==> config.mk <==
export PLATFORM = sky130hd
export DESIGN_NAME = fb_scanout_reader
export DESIGN_NICKNAME = d
export VERILOG_FILES = /design/src/rtl/fb_scanout_reader.sv
export SDC_FILE = /design/constraint.sdc
export NUM_CORES = 2
export LEC_CHECK = 0
export BUFFER_PORTS_ARGS = -buffer_cell sky130_fd_sc_hd__clkbuf_2
export CORE_MARGIN = 4
export CORE_UTILIZATION = 35
export CTS_CLUSTER_DIAMETER = 80
export CTS_CLUSTER_SIZE = 14
export DETAILED_ROUTE_END_ITERATION = 7
export GPL_ROUTABILITY_DRIVEN = 0
export GPL_TIMING_DRIVEN = 0
export MAX_ROUTING_LAYER = met4
export PLACE_DENSITY_LB_ADDON = 0.2
export SYNTH_ARGS = -nofsm -noshare
export SYNTH_HDL_FRONTEND = slang
export SYNTH_SLANG_ARGS = --single-unit
==> constraint.sdc <==
create_clock -name clk -period 3.1 [get_ports clk]
set_clock_uncertainty 0.05 [all_clocks]
set_input_delay 0.62 -clock clk [delete_from_list [all_inputs] [get_ports clk]]
set_output_delay 0.62 -clock clk [all_outputs]
set_load 0.03 [all_outputs]
==> src/rtl/fb_scanout_reader.sv <==
// AXI4 burst-read master that streams one framebuffer frame out of DDR as pixels.
// Bursts are issued only when the pixel FIFO has room for every beat, so R never backs up.
module fb_scanout_reader #(
    parameter int ADDR_WIDTH = 32,
    parameter int DATA_WIDTH = 32,
    parameter int ID_WIDTH   = 4,
    parameter int BURST_LEN  = 16,
    parameter int FIFO_DEPTH = 64,
    parameter int FB_WIDTH   = 640,
    parameter int FB_HEIGHT  = 480
) (
    input  logic                  clk,
    input  logic                  rst_n,
    input  logic                  i_start,
    input  logic [ADDR_WIDTH-1:0] i_fb_base,
    output logic                  o_busy,
    output logic                  o_frame_done,
    output logic                  o_err,
    output logic [ID_WIDTH-1:0]   m_axi_arid,
    output logic [ADDR_WIDTH-1:0] m_axi_araddr,
    output logic [7:0]            m_axi_arlen,
    output logic [2:0]            m_axi_arsize,
    output logic [1:0]            m_axi_arburst,
    output logic                  m_axi_arlock,
    output logic [3:0]            m_axi_arcache,
    output logic [2:0]            m_axi_arprot,
    output logic [3:0]            m_axi_arqos,
    output logic                  m_axi_arvalid,
    input  logic                  m_axi_arready,
    input  logic [ID_WIDTH-1:0]   m_axi_rid,
    input  logic [DATA_WIDTH-1:0] m_axi_rdata,
    input  logic [1:0]            m_axi_rresp,
    input  logic                  m_axi_rlast,
    input  logic                  m_axi_rvalid,
    output logic                  m_axi_rready,
    output logic [DATA_WIDTH-1:0] o_pix_data,
    output logic                  o_pix_valid,
    input  logic                  i_pix_ready,
    output logic                  o_pix_sof,
    output logic                  o_pix_eol
);

    localparam int NUM_PIX    = FB_WIDTH * FB_HEIGHT;
    localparam int NUM_BURSTS = NUM_PIX / BURST_LEN;
    localparam int CNT_W      = $clog2(FIFO_DEPTH + 1);
    localparam int PTR_W      = $clog2(FIFO_DEPTH);
    localparam int BEAT_W     = (BURST_LEN > 1) ? $clog2(BURST_LEN) : 1;
    localparam int BURST_W    = $clog2(NUM_BURSTS + 1);
    localparam int COL_W      = (FB_WIDTH > 1) ? $clog2(FB_WIDTH) : 1;
    localparam int PIX_W      = (NUM_PIX > 1) ? $clog2(NUM_PIX) : 1;
    localparam int LOW_BITS   = $clog2(BURST_LEN * 4);

    localparam logic [ADDR_WIDTH-1:0] BURST_BYTES  = ADDR_WIDTH'(BURST_LEN * 4);
    localparam logic [ADDR_WIDTH-1:0] BASE_MASK    = ~((ADDR_WIDTH'(1) << LOW_BITS) - ADDR_WIDTH'(1));
    localparam logic [CNT_W-1:0]      BURST_CREDIT = CNT_W'(BURST_LEN);

    typedef enum logic [1:0] {IDLE, RUN, DRAIN} state_t;

    state_t                 state;
    logic [ADDR_WIDTH-1:0]  next_addr;
    logic [BURST_W-1:0]     burst_cnt;
    logic [BEAT_W-1:0]      beat_cnt;
    logic [COL_W-1:0]       col_cnt;
    logic [PIX_W-1:0]       pix_cnt;
    logic [CNT_W-1:0]       fifo_count;
    logic [CNT_W-1:0]       outstanding;
    logic [CNT_W-1:0]       outstanding_next;
    logic [CNT_W:0]         reserved;
    logic [PTR_W-1:0]       wr_ptr;
    logic [PTR_W-1:0]       rd_ptr;
    logic [DATA_WIDTH-1:0]  mem [FIFO_DEPTH];
    logic                   push;
    logic                   pop;
    logic                   ar_hs;
    logic                   credit_ok;
    logic                   last_pix;
    logic                   unused_rid;

    assign m_axi_arid    = '0;
    assign m_axi_arlen   = 8'(BURST_LEN - 1);
    assign m_axi_arsize  = 3'b010;
    assign m_axi_arburst = 2'b01;
    assign m_axi_arlock  = 1'b0;
    assign m_axi_arcache = 4'b0011;
    assign m_axi_arprot  = '0;
    assign m_axi_arqos   = '0;
    assign unused_rid    = ^m_axi_rid;

    assign m_axi_rready = (state != IDLE);
    assign o_pix_valid  = (fifo_count != '0);
    assign o_pix_data   = o_pix_valid ? mem[rd_ptr] : '0;
    assign o_pix_sof    = o_pix_valid && (pix_cnt == '0);
    assign o_pix_eol    = o_pix_valid && (col_cnt == COL_W'(FB_WIDTH - 1));

    assign push      = m_axi_rvalid && m_axi_rready && (fifo_count != CNT_W'(FIFO_DEPTH));
    assign pop       = o_pix_valid && i_pix_ready;
    assign ar_hs     = m_axi_arvalid && m_axi_arready;
    assign last_pix  = pop && (pix_cnt == PIX_W'(NUM_PIX - 1));
    assign reserved  = {1'b0, fifo_count} + {1'b0, outstanding};
    // Free space must cover a whole burst before its AR may go out.
    assign credit_ok = (reserved <= (CNT_W + 1)'(FIFO_DEPTH - BURST_LEN));

    always_comb begin
        outstanding_next = outstanding;
        if (ar_hs)
            outstanding_next = outstanding_next + BURST_CREDIT;
        if (push && outstanding_next != '0)
            outstanding_next = outstanding_next - CNT_W'(1);
    end

    always_ff @(posedge clk or negedge rst_n) begin
        if (!rst_n) begin
            state         <= IDLE;
            o_busy        <= 1'b0;
            o_frame_done  <= 1'b0;
            o_err         <= 1'b0;
            m_axi_arvalid <= 1'b0;
            m_axi_araddr  <= '0;
            next_addr     <= '0;
            burst_cnt     <= '0;
            beat_cnt      <= '0;
            col_cnt       <= '0;
            pix_cnt       <= '0;
        end else begin
            o_frame_done <= 1'b0;
            case (state)
                IDLE: begin
                    if (i_start) begin
                        state     <= RUN;
                        o_busy    <= 1'b1;
                        o_err     <= 1'b0;
                        next_addr <= i_fb_base & BASE_MASK;
                        burst_cnt <= '0;
                        beat_cnt  <= '0;
                        col_cnt   <= '0;
                        pix_cnt   <= '0;
                    end
                end
                RUN: begin
                    if (ar_hs) begin
                        m_axi_arvalid <= 1'b0;
                        if (burst_cnt == BURST_W'(NUM_BURSTS))
                            state <= DRAIN;
                    end else if (!m_axi_arvalid && credit_ok &&
                                 burst_cnt != BURST_W'(NUM_BURSTS)) begin
                        m_axi_arvalid <= 1'b1;
                        m_axi_araddr  <= next_addr;
                        next_addr     <= next_addr + BURST_BYTES;
                        burst_cnt     <= burst_cnt + BURST_W'(1);
                    end
                end
                default: ;
            endcase

            if (state != IDLE) begin
                // Beat counter realigns on rlast so one bad burst does not poison the rest.
                if (push) begin
                    if (m_axi_rresp != 2'b00 ||
                        m_axi_rlast != (beat_cnt == BEAT_W'(BURST_LEN - 1)))
                        o_err <= 1'b1;
                    beat_cnt <= m_axi_rlast ? '0 : beat_cnt + BEAT_W'(1);
                end
                if (pop) begin
                    col_cnt <= (col_cnt == COL_W'(FB_WIDTH - 1)) ? '0 : col_cnt + COL_W'(1);
                    pix_cnt <= pix_cnt + PIX_W'(1);
                end
                if (last_pix) begin
                    state        <= IDLE;
                    o_busy       <= 1'b0;
                    o_frame_done <= 1'b1;
                end
            end
        end
    end

    always_ff @(posedge clk or negedge rst_n) begin
        if (!rst_n) begin
            fifo_count  <= '0;
            outstanding <= '0;
            wr_ptr      <= '0;
            rd_ptr      <= '0;
        end else begin
            outstanding <= outstanding_next;
            if (push)
                wr_ptr <= wr_ptr + PTR_W'(1);
            if (pop)
                rd_ptr <= rd_ptr + PTR_W'(1);
            case ({push, pop})
                2'b10:   fifo_count <= fifo_count + CNT_W'(1);
                2'b01:   fifo_count <= fifo_count - CNT_W'(1);
                default: fifo_count <= fifo_count;
            endcase
        end
    end

    always_ff @(posedge clk) begin
        if (push)
            mem[wr_ptr] <= m_axi_rdata;
    end

endmodule

Yosys cells after proc, flatten, opt, wreduce, memory -nomap -nowiden
Memories as Yosys holds them, arrays and structs flattened.
Cells that the tools add are included.
Word-level totals
  bits in registers: 144
  bits in latches: 0
  RAM bits: 2048
  memory bits (read-only): 0
  bits of input ports: 77
  output and inout bits: 101
  word-level logic and storage cells: 114
  memories kept: 1
Operators by class
  $add $sub $neg: 12
  multipliers: 0
  divide/modulo/power cells: 0
  $lt $le $gt $ge: 1
  equal/unequal tests: 13
  shifts and indexed selects: 0
  muxes and demuxes: 47
  bitwise logic cells: 1
  reductions and logical operators: 24
Memory list
  mem: words 64, width 32, rd ports 1, clocked after Yosys merged registers in 0, wr ports 1, line 71  | logic [DATA_WIDTH-1:0] mem [FIFO_DEPTH];
Operators with widths (number)
  32-bit two-way mux: 4
  19-bit two-way mux: 4
  32-bit case mux with 2 select lines: 1
  10-bit two-way mux: 5
  15-bit two-way mux: 3
  32-bit by 7-bit adder with 32-bit output (second input constant): 1
  15-bit case mux with 2 select lines: 1
  4-bit two-way mux: 5
  19-bit by 1-bit adder with 19-bit output (second input constant): 1
  19-bit == test (second input constant): 1
  19-bit logical NOT: 1
  15-bit by 1-bit adder with 15-bit output (second input constant): 1
  15-bit == test (second input constant): 1
  1-bit two-way mux: 15
  15-bit inequality test (second input constant): 1
  7-bit two-way mux: 2
  7-bit case mux with 2 select lines: 1
  7-bit nonzero test: 2
  7-bit by 1-bit subtractor with 7-bit output (second input constant): 2
  6-bit by 1-bit adder with 6-bit output (second input constant): 2
  10-bit by 1-bit adder with 10-bit output (second input constant): 1
  10-bit == test (second input constant): 1
  1-bit logical AND: 10
  2-bit two-way mux: 5
  20 further kinds: 27

Longest topological paths before layout
  depth in word-level cells: 7
  gate-level depth with buffers: 14
  depth with buffers taken out: 14

Worst setup path before layout
OpenSTA, ideal clock, no wires.
  kind: register to register
  start point: register state[0]
  end point: memory mem[59][0], enable pin
  library setup time: 421 ps
  arrival time: 2891 ps
  data required time: 2629 ps
  path slack: -262 ps
  stages on the path, launching flop included: 8
  buffers on the path: 0
  period minus slack after synthesis: 3362 ps
  cell sequence: dfrtp_1 -> nor2_1 -> clkinv_1 -> o211a_1 -> clkinv_1 -> nor2_1 -> nand3_1 -> nor2_1
On the way
  word-level cells in the longest chain between the ends: 5
RTL lines
  from (decl): line 59  | state_t state;
  from (signal assigned): line 113  | state <= IDLE;
  from (signal assigned): line 129  | state <= RUN;
  from (signal assigned): line 143  | state <= DRAIN;
  2-bit nonzero test: line 89  | assign m_axi_rready = (state != IDLE);
  named net m_axi_rready: line 35  | output logic m_axi_rready,
  1-bit logical AND (2 in a row): line 95  | assign push = m_axi_rvalid && m_axi_rready && (fifo_count != CNT_W'(FIFO_DEPTH));
  1-bit two-way mux: line 197  | if (push)
  1-bit two-way mux (implied by the code): line 198  | mem[wr_ptr] <= m_axi_rdata;
  to (decl): line 71
The timed path passes the listed nets, and every way through them passes these cells.

Final worst setup path
  start point: register rd_ptr[0]
  end point: output o_pix_data[8]
On the way
  word-level cells in the longest chain between the ends: 2
RTL lines
  from (decl): line 70  | logic [PTR_W-1:0] rd_ptr;
  from (signal assigned): line 187  | rd_ptr <= rd_ptr + PTR_W'(1);
  memory read 64 x 32 bit
  32-bit two-way mux: line 91  | assign o_pix_data = o_pix_valid ? mem[rd_ptr] : '0;
  to (decl): line 36  | output logic [DATA_WIDTH-1:0] o_pix_data,
Every way passes these cells.

==> out/results.tsv <==
stage	metric	value	unit
synthesis	yosysWarningCount	0	
timing	fin_crit_sh	150	%
timing	fmax	216	MHz
clock_tree	clkTransAtPathRegs	0.07	ns
worst_setup_path	path_max_fanout	7	
timing	rsz0062_at_grt	yes	
layout	final_nets	4579	
global_route	grt_max_degree	82	
synthesis	yosys.area.top_type	edfxtp_1	
die	num_io_pins	178	
route	m1WireLength	102	mm
clock_tree	root_buffer	clkbuf_16	
placement	hpwl	153	mm
timing	min_period	4.64	ns
route	ant_nets	0	
route	highest_layer	met4	
run	cap_violations	0	
placement	port_buffers	132	
clock_tree	clkLatencyLatePin	0.84	ns
global_route	grt_pass1_wl	335	mm
route	vias	42302	
worst_setup_path	r2r_cells	15	
synthesis	netlist.area_leader.share	72.2	%
synthesis	synth_seq_cells	2180	
synthesis	async_flop_share	6.06	%
die	core_area	241000	µm²
worst_setup_path	worstPathArrival	3.97	ns
timing	worst_slack	-1.54	ns
worst_setup_path	cp-end-kind	output pin	
die	start_util	35.3	%
layout	drive_gt1_share	35.2	%
route	routed_wl	239	mm
timing	hold-worst-slack	0.0729	ns
global_route	grt_usage	19.5	%
hold_path	hold_path_depth	3	
run_status	violations	setup timing	
timing	slew_headroom	5.70	%
worst_setup_path	crit_type	register to output pin	
global_route	grt_antenna_before_repair	22	
route	remaining_drc_errors	0	
timing	worstMarginPinSlew	1.41	ns
layout	fin_area	102000	µm²
synthesis	avgSynthCellArea	21.9	µm²
worst_setup_path	regToRegStartpoint	fifo_count[1]	
route	wl_per_cell	30.9	µm
pwr	ir_drop	0.000839	V
route	route.met2.wl	112	mm
synthesis	synthTopCellsByArea	edfxtp_1 (72%), mux4_2 (17%), dfrtp_1 (3.9%), nor2_1 (0.58%), clkbuf_1 (0.55%)	
synthesis	ys_seq_area_share	76.1	%
synthesis	syn_inst	3894	
clock_tree	cts_buffers	175	
die	die_y	501	µm
route	drt_iter0_markers	5079	
die	rows	180	
layout	areaGrowthSynthToFinish	19.2	%
route	dr.pass1.iters	5	
die	die_area	251000	µm²
placement	placedCellCount	7322	
synthesis	synth_edf_count	2048	
hold_path	hold_path_class	input port to register	
route	routed_via_density	5.47	
pwr	leakagePower	32.3	nW
clock_tree	numClockSinks	2180	
synthesis	yosysUniqueCellTypes	69	
global_route	grt-ovfl-total	0	
die	die_w	501	µm
worst_setup_path	worstSetupStartpointType	register	
placement	placed_area	92200	µm²
synthesis	ys.flop_type	edfxtp_1	
global_route	grt_pass1_vias	42560	
worst_setup_path	reg2reg_setup_slack	0.08	ns
pwr	power.density	897	nW/µm²
hold_path	min_from	i_fb_base[21]	
timing	finalMaxSlewViolations	0	
clock_tree	cts_tree	yes	
worst_setup_path	rr_endpoint	fifo_count[6]	
run_status	outcome	finished with violations	
layout	final_core_util	42.1	%
timing	hold_viol_final	0	
hold_path	min_to	next_addr[21]	
timing	setup_viol	33	
route	wl_met3	15.9	mm
layout	stdcell_count	7738	
synthesis	synth.cell_area	85200	µm²
clock_tree	clockBufferDepth	3	
clock_tree	h-tree-depth	4	
worst_setup_path	worst_ep_required_time	2.43	ns
-- repair_timing --
| item | in CTS | in global routing |
|---|---|---|
| pin swaps | 86 | 31 |
| hold buffers | 13 | 0 |
| hold endpoints to repair | 65 | 0 |
| buffers inserted | 97 | 35 |
| resized for setup | 518 | 120 |
| cloned | 8 | 1 |
| setup endpoints to repair | 2145 | 342 |
-- cells by family after synthesis --
family | Yosys count | synth area share (%)
AOI/OAI and AO/OA | 246 | 1.82
buffers and inverters | 316 | 1.64
other | 2 | 0.00882
and+or+nand+nor | 415 | 2.33
DFF | 2180 | 76.1
xor gates and xnor gates | 38 | 0.391
adders and majority gates | 27 | 0.414
muxes | 670 | 17.3
-- power breakdown --
part	switching, mW	leakage (nW)	internal [mW]
Combinational	20.3	9.92	15.7
Clock	10.3	2.36	10.4
Sequential	0.799	20.1	33.6
-- layout by cell type (no fill, tap or decap), types with 14 or more instances in the layout --
cell	instances
edfxtp_1	2048
mux4_2	640
clkbuf_16	180
buf_4	128
dfrtp_1	128
buf_12	127
clkbuf_2	118
nand2_1	100
clkbuf_1	80
inv_1	72
nor2_4	66
nor2_1	65
o21ai_0	57
a21oi_1	47
nand3_1	42
clkbuf_4	39
buf_16	38
buf_6	37
conb_1	35
a21oi_4	32
nor2b_1	29
mux2_2	27
clkbuf_8	22
ha_1	22
xor2_1	21
buf_8	20
o221ai_4	19
xnor2_1	17
nor3_1	16
buf_2	16
nand4_1	15
and3_1	14
-- sequential cells by signal (all words and copies together), names as in the netlist, 4 cells and up --
name / cells
mem: 2048
m_axi_araddr: 26
next_addr: 26
pix_cnt: 19
burst_cnt: 15
col_cnt: 10
fifo_count: 7
outstanding: 7
rd_ptr: 6
wr_ptr: 6
beat_cnt: 4
-- per-layer routing --
metal	GRT usage, %	vias to the layer above
met5	-	-
met4	6.40	0
met3	3.21	293
met2	29.6	1501
met1	27.0	23160
li1	-	17348
-- critical path, cell delays in order (launching register included) --
cell and delay [ns]:
dfrtp_2 0.43, buf_12 0.19, clkbuf_16 0.20, buf_16 0.21, buf_12 0.15, mux4_2 0.51, mux4_2 0.58, a21oi_4 0.37
o221ai_4 0.22, buf_8 0.19
-- how the worst max path moves through the flow --
stage               cells after the start  slack (ns)              to      start
detailed placement                      9       -2.89   o_pix_data[7]  rd_ptr[1]
CTS                                     9       -1.58   o_pix_data[8]  rd_ptr[0]
global placement                        8       -3.66  o_pix_data[11]  rd_ptr[1]
global route                            9       -1.58   o_pix_data[9]  rd_ptr[0]
floorplan                               7       -0.26      mem[59][0]   state[0]
finish                                  9       -1.54   o_pix_data[8]  rd_ptr[0]
-- stage by stage --
step | setup slack (ns) | power, mW | TNS [ns]
after floorplan | -0.262 | 53.1 | -483.77
after global placement | -3.66 | 64.8 | -6209.48
after detailed placement | -2.89 | 65.4 | -2013.30
after CTS | -1.58 | 90.6 | -48.92
after global routing | -1.58 | 94.5 | -48.73
final | -1.54 | 91.1 | -46.94
-- cells in the mapped netlist, types with 3 or more instances --
master and instances:
and2_1 5, xor2_1 21, o31ai_1 10, buf_4 37, o21ai_0 64, ha_1 25
a31oi_1 10, o21a_1 4, mux2i_1 3, a41oi_1 3, a21oi_1 80, nor2_1 131
mux2_2 27, edfxtp_1 2048, inv_1 82, nand3_1 45, nand3b_1 6, mux4_2 640
nand2b_1 6, buf_1 16, nand2_1 102, a22oi_1 3, or3_1 6, o22ai_1 8
nand4_1 15, dfrtp_1 132, nor2b_1 37, xnor2_1 17, or2_2 3, nor4_1 8
and3_1 16, and4_1 5, nor3_1 17, buf_2 54, o211ai_1 6, o32ai_1 3
clkbuf_1 124, o221ai_1 32
-- layout make-up --
cell class / instances / area, µm²
Clock inverter: 19 / 285
Fill cell: 20860 / 140000
Clock buffer: 223 / 4590
Multi-Input combinational cell: 1431 / 20600
Sequential cell: 2180 / 64800
Antenna cell: 13 / 32.5
Timing Repair Buffer: 372 / 4920
Inverter: 84 / 340
Tap cell: 3185 / 3990
Buffer: 231 / 2020
(Power assumes the default switching activity.)
